--- config.mk ---
export PLATFORM = sky130hd
export DESIGN_NAME = rr_arbiter_4
export DESIGN_NICKNAME = d
export VERILOG_FILES = /design/src/rtl/rr_arbiter_4.sv
export SDC_FILE = /design/constraint.sdc
export NUM_CORES = 1
export LEC_CHECK = 0
export ABC_AREA = 1
export BUFFER_PORTS_ARGS = -buffer_cell sky130_fd_sc_hd__buf_2
export CAP_MARGIN = 20
export CORE_AREA = 5 5 42 44
export CTS_CLUSTER_DIAMETER = 50
export DETAILED_ROUTE_END_ITERATION = 16
export DIE_AREA = 0 0 47 49
export GPL_TIMING_DRIVEN = 0
export PLACE_DENSITY_LB_ADDON = 0.05
export SLEW_MARGIN = 20
export SYNTH_ARGS = -nofsm -noshare
export SYNTH_HDL_FRONTEND = slang
export SYNTH_SLANG_ARGS = --single-unit
--- constraint.sdc ---
create_clock -name clk -period 3.1 [get_ports clk]
set_input_delay 0.465 -clock clk [delete_from_list [all_inputs] [get_ports clk]]
set_output_delay 0.465 -clock clk [all_outputs]
set_load 0.01 [all_outputs]
--- src/rtl/rr_arbiter_4.sv ---
// rr_arbiter_4: four-requester round-robin arbiter feeding a 2-to-4 decoder.
// Grants one requester at a time, holds the grant until the owner strobes
// `done` or drops its request, and presents the winner as a registered
// 2-bit index qualified by `gnt_valid`.
// Optional feature macro: RR_ARBITER_4_TIMEOUT_EN -- when defined, a grant held
// for MAX_HOLD cycles is forcibly released and `timeout` pulses for one cycle.
// When undefined, no hold counter is built and `timeout` is tied to 0.
module rr_arbiter_4 #(
    parameter int MAX_HOLD = 16
) (
    input  logic       clk,
    input  logic       rst_n,
    input  logic [3:0] req,
    input  logic       done,
    output logic [1:0] gnt_idx,
    output logic       gnt_valid,
    output logic       timeout
);

    localparam logic [0:0] ST_IDLE  = 1'b0;
    localparam logic [0:0] ST_GRANT = 1'b1;

    // MAX_HOLD is only meaningful in 2..255; reject anything else at elaboration.
    generate
        if ((MAX_HOLD < 2) || (MAX_HOLD > 255)) begin : g_bad_max_hold
            $error("rr_arbiter_4: MAX_HOLD must be in 2..255");
        end
    endgenerate

    // Round-robin search: first set request strictly after `last`, wrapping
    // mod 4, so the previous winner gets the lowest priority.
    function automatic logic [1:0] rr_pick(input logic [3:0] r, input logic [1:0] l);
        logic [1:0] idx;
        logic       found;
        rr_pick = l + 2'd1;
        found   = 1'b0;
        for (int i = 1; i <= 4; i++) begin
            idx = l + 2'(i);
            if (!found && r[idx]) begin
                rr_pick = idx;
                found   = 1'b1;
            end
        end
    endfunction

    logic [0:0] state_q, state_d;
    logic [1:0] last_q, last_d;
    logic [1:0] gnt_idx_q, gnt_idx_d;
    logic       gnt_valid_q, gnt_valid_d;
    logic       release_s;

`ifdef RR_ARBITER_4_TIMEOUT_EN
    localparam logic [7:0] HOLD_LAST = 8'(MAX_HOLD - 1);
    logic [7:0] hold_q, hold_d;
    logic       timeout_q, timeout_d;
`endif

    // The owner releases by strobing done or by withdrawing its own request.
    assign release_s = done | ~req[gnt_idx_q];

    // Next-state logic: arbitrate only in IDLE, watch for release in GRANT.
    always_comb begin
        state_d     = state_q;
        last_d      = last_q;
        gnt_idx_d   = gnt_idx_q;
        gnt_valid_d = gnt_valid_q;
`ifdef RR_ARBITER_4_TIMEOUT_EN
        hold_d      = hold_q;
        timeout_d   = 1'b0;
`endif
        case (state_q)
            ST_IDLE: begin
                if (req != 4'b0000) begin
                    gnt_idx_d   = rr_pick(req, last_q);
                    gnt_valid_d = 1'b1;
                    state_d     = ST_GRANT;
`ifdef RR_ARBITER_4_TIMEOUT_EN
                    hold_d      = 8'd0;
`endif
                end else begin
                    state_d     = ST_IDLE;
                end
            end
            ST_GRANT: begin
                if (release_s) begin
                    gnt_valid_d = 1'b0;
                    last_d      = gnt_idx_q;
                    state_d     = ST_IDLE;
                end
`ifdef RR_ARBITER_4_TIMEOUT_EN
                else if (hold_q == HOLD_LAST) begin
                    // Forced release; a same-cycle done takes the branch above.
                    gnt_valid_d = 1'b0;
                    last_d      = gnt_idx_q;
                    state_d     = ST_IDLE;
                    timeout_d   = 1'b1;
                end else begin
                    hold_d      = hold_q + 8'd1;
                end
`else
                else begin
                    state_d     = ST_GRANT;
                end
`endif
            end
            default: begin
                state_d     = ST_IDLE;
                gnt_valid_d = 1'b0;
            end
        endcase
    end

    // State and output registers with asynchronous active-low reset.
    always_ff @(posedge clk or negedge rst_n) begin
        if (!rst_n) begin
            state_q     <= ST_IDLE;
            last_q      <= 2'd3;
            gnt_idx_q   <= 2'd0;
            gnt_valid_q <= 1'b0;
        end else begin
            state_q     <= state_d;
            last_q      <= last_d;
            gnt_idx_q   <= gnt_idx_d;
            gnt_valid_q <= gnt_valid_d;
        end
    end

`ifdef RR_ARBITER_4_TIMEOUT_EN
    // Hold counter and timeout pulse register.
    always_ff @(posedge clk or negedge rst_n) begin
        if (!rst_n) begin
            hold_q    <= 8'd0;
            timeout_q <= 1'b0;
        end else begin
            hold_q    <= hold_d;
            timeout_q <= timeout_d;
        end
    end

    assign timeout = timeout_q;
`else
    assign timeout = 1'b0;
`endif

    assign gnt_idx   = gnt_idx_q;
    assign gnt_valid = gnt_valid_q;

endmodule

==> results.json <==
{
  "status": "complete, no violations",
  "synthMuxAreaShare_pct": 0,
  "drt_iter0_drc": 16,
  "synth.ff_latch_count": 6,
  "critPathCaptureType": "flip-flop",
  "hold_viol": 0,
  "seq_area_frac_synth_pct": 23.6,
  "clockBufferDepth": 2,
  "cp.arrival_ns": 1.63,
  "cp_common_cell": "nand2_1",
  "worstPathMaxFanout": 10,
  "die_area_sq_mm": 0.00230,
  "synth_edf_count": 0,
  "grt_busiest_layer": "met2",
  "ios": 11,
  "synth_xor_area_share_pct": 0,
  "synth_ff_type": "dfrtp_1",
  "n_antenna_cell": 0,
  "detail_route.wirelength_microns": 1430,
  "p_per_area_mw_per_mm2": 1110,
  "cp_cell_sequence": "buf_6 > nand2_1 > nand3_1 > nand2_2 > nor2_2 > nand2_1 > nand2_1 > nand2_1 > nand2_1 > nand2_1",
  "num_rows": 14,
  "vias": 679,
  "grt_pass1_vias": 594,
  "yosysWarnings": 0,
  "cts_buffers": 3,
  "crit_path_start_kind": "flip-flop",
  "max_cap_violations": 0,
  "hold_ws_ns": 0.0276,
  "layout_worst_path_cycle_share_pct": 48.2,
  "globalplace.congestion": 0.774,
  "peakVddDrop_mv": 0.465,
  "synth-simple-area-share_pct": 61.3,
  "grt.overflow.total": 0,
  "cts.clk_slew.worst_paths_ns": 0.05,
  "hold_buffers": 0,
  "core_sq_mm": 0.00140,
  "wl_per_cell_microns": 10.2,
  "synthDistinctLibCells": 17,
  "setup_tns_ns": 0,
  "clockRootBuffer": "clkbuf_4",
  "drt_pre_antenna_iters": 4,
  "clkSinkCount": 6,
  "hold_path.class": "in -> async",
  "die_w_microns": 47,
  "met3_usage_pct": 2.21,
  "grt_use_met2_pct": 21.3,
  "grt_antenna_before_repair": 0,
  "synthAdderAreaFrac_pct": 0,
  "rsz0062_at_grt": "false",
  "syn_area_sq_um": 647,
  "synth_cells": 111,
  "place_hpwl_microns": 1190,
  "crit_slowest_cell": "dfstp_2",
  "num-nets-final": 132,
  "layout-drive-gt1-share_pct": 29.0,
  "period_needed_ns": 1.49,
  "reg2reg_from": "last_q[0]",
  "ant_nets": 0,
  "grt_max_degree": 11,
  "grt_use_met1_pct": 20.1,
  "area_delta_synth_final_pct": 14.1,
  "maxSlewViolCount": 0,
  "synthTopCellsByArea": "nand2_1, dfrtp_1, nand2_2",
  "yosysTopAreaCell": "nand2_1",
  "skew_ns": 0.00220,
  "syn_nets": 118,
  "synth_top_area_share_pct": 27.9,
  "yosysMostFrequentCell": "nand2_1",
  "die_h_microns": 49,
  "port_buffers": 9,
  "drc": 0,
  "critical_path_class": "reg -> reg",
  "crit_family": "simple AND/OR/NAND/NOR gates",
  "cts_tree": "built",
  "fmax_mhz": 670,
  "synth_compound_area_share_pct": 4.64,
  "grt_usage_pct": 14.8,
  "cp_num_buf_inv": 1,
  "postCtsSetupBuffers": 0,
  "grt_pass1_wl_microns": 2500,
  "worstPathRequired_ns": 3.24,
  "r2r_cells": 10,
  "multi_input_area_sq_um": 430,
  "ff2ff_setup_slack_ns": 1.61,
  "setup_viol": 0,
  "avgSynthCellArea_sq_um": 5.83,
  "synth_top_family_by_area": "simple AND/OR/NAND/NOR gates",
  "clk_latency_ns": 0.25,
  "ctsResizeCount": 0,
  "start_util_pct": 46.2,
  "synthTopCellsByCount": "nand2_1, nand2_2, nand3_1, inv_1, nor2_1",
  "detail_route.vias_per_cell": 4.85,
  "rr_endpoint": "gnt_idx[0]",
  "fill_cells": 159,
  "leakage_uw": 0.000431,
  "seq_area_sq_um": 153,
  "slowest_delay_ns": 0.56,
  "cts-htree-levels": 1,
  "async_flop_share_pct": 100
}
==> state kept, by name, indices dropped and copies added (netlist names) <==
register / cells
last_q: 2
state_q: 1
gnt_idx: 2
gnt_valid: 1
==> per-stage QoR <==
stage	cells	setup slack, ns	util, %	power, uW	instance area, sq um
floorplan	111	1.72	-	622	647
global placement	136	1.62	50.8	732	712
detailed placement	136	1.62	50.8	738	712
CTS	140	1.61	52.7	823	738
global route	140	1.47	52.7	922	738
finish	140	1.61	52.7	816	738
==> worst max path at each step <==
stage	startpoint	end	slack (ns)	depth (start not counted)
2_1_floorplan	last_q[0]	gnt_idx[1]	1.72	10
3_3_place_gp	last_q[0]	gnt_idx[0]	1.62	10
3_5_place_dp	req[1]	last_q[1]	1.62	9
4_1_cts	last_q[0]	gnt_idx[0]	1.61	10
5_1_grt	last_q[0]	gnt_idx[0]	1.47	12
6_report	last_q[0]	gnt_idx[0]	1.61	10
==> per-layer routing <==
metal	vias to the layer above	wire length, microns
met4	0	51
met5	-	0
met2	11	668
met3	5	34
met1	300	673
li1	363	-
==> worst reg2reg max path, stage by stage (launching register included) <==
cell and delay [ns]:
dfstp_2 0.56, buf_6 0.15, nand2_1 0.08, nand3_1 0.10, nand2_2 0.10, nor2_2 0.14, nand2_1 0.06, nand2_1 0.06
nand2_1 0.04, nand2_1 0.05, nand2_1 0.05
==> cells in the final DEF, fill, tap and decap left out, drive strengths merged <==
| cell | Yosys | routed |
|---|---|---|
| dfrtp | 4 | 4 |
| nand2 | 64 | 64 |
| conb | 1 | 1 |
| o21ai | 5 | 5 |
| nor4 | 1 | 1 |
| inv | 12 | 12 |
| nor2 | 8 | 8 |
| a21oi | 1 | 1 |
| dfstp | 2 | 2 |
| nand3 | 11 | 11 |
| clkbuf | 0 | 4 |
| buf | 2 | 11 |
==> cells by family after synthesis <==
family | after synthesis
compound gates | 6
buf+inv | 14
flops | 6
other cells | 1
simple gates | 84
==> power breakdown <==
| group | total, uW | internal, uW | switching (uW) | leakage (uW) |
|---|---|---|---|---|
| clock network | 80.6 | 49.0 | 31.6 | 0.0000150 |
| registers | 176 | 129 | 46.2 | 0.0000688 |
| logic | 560 | 195 | 365 | 0.000347 |
==> cell type report <==
| class | count | share of cell area, % |
|---|---|---|
| multi-input combinational | 91 | 58.3 |
| sequential | 6 | 20.7 |
| timing repair buffer | 9 | 6.10 |
| inverter | 12 | 6.10 |
| clock buffer | 4 | 3.56 |
| tap | 16 | 2.71 |
| buffer | 2 | 2.54 |
(Power assumes the default switching activity.)
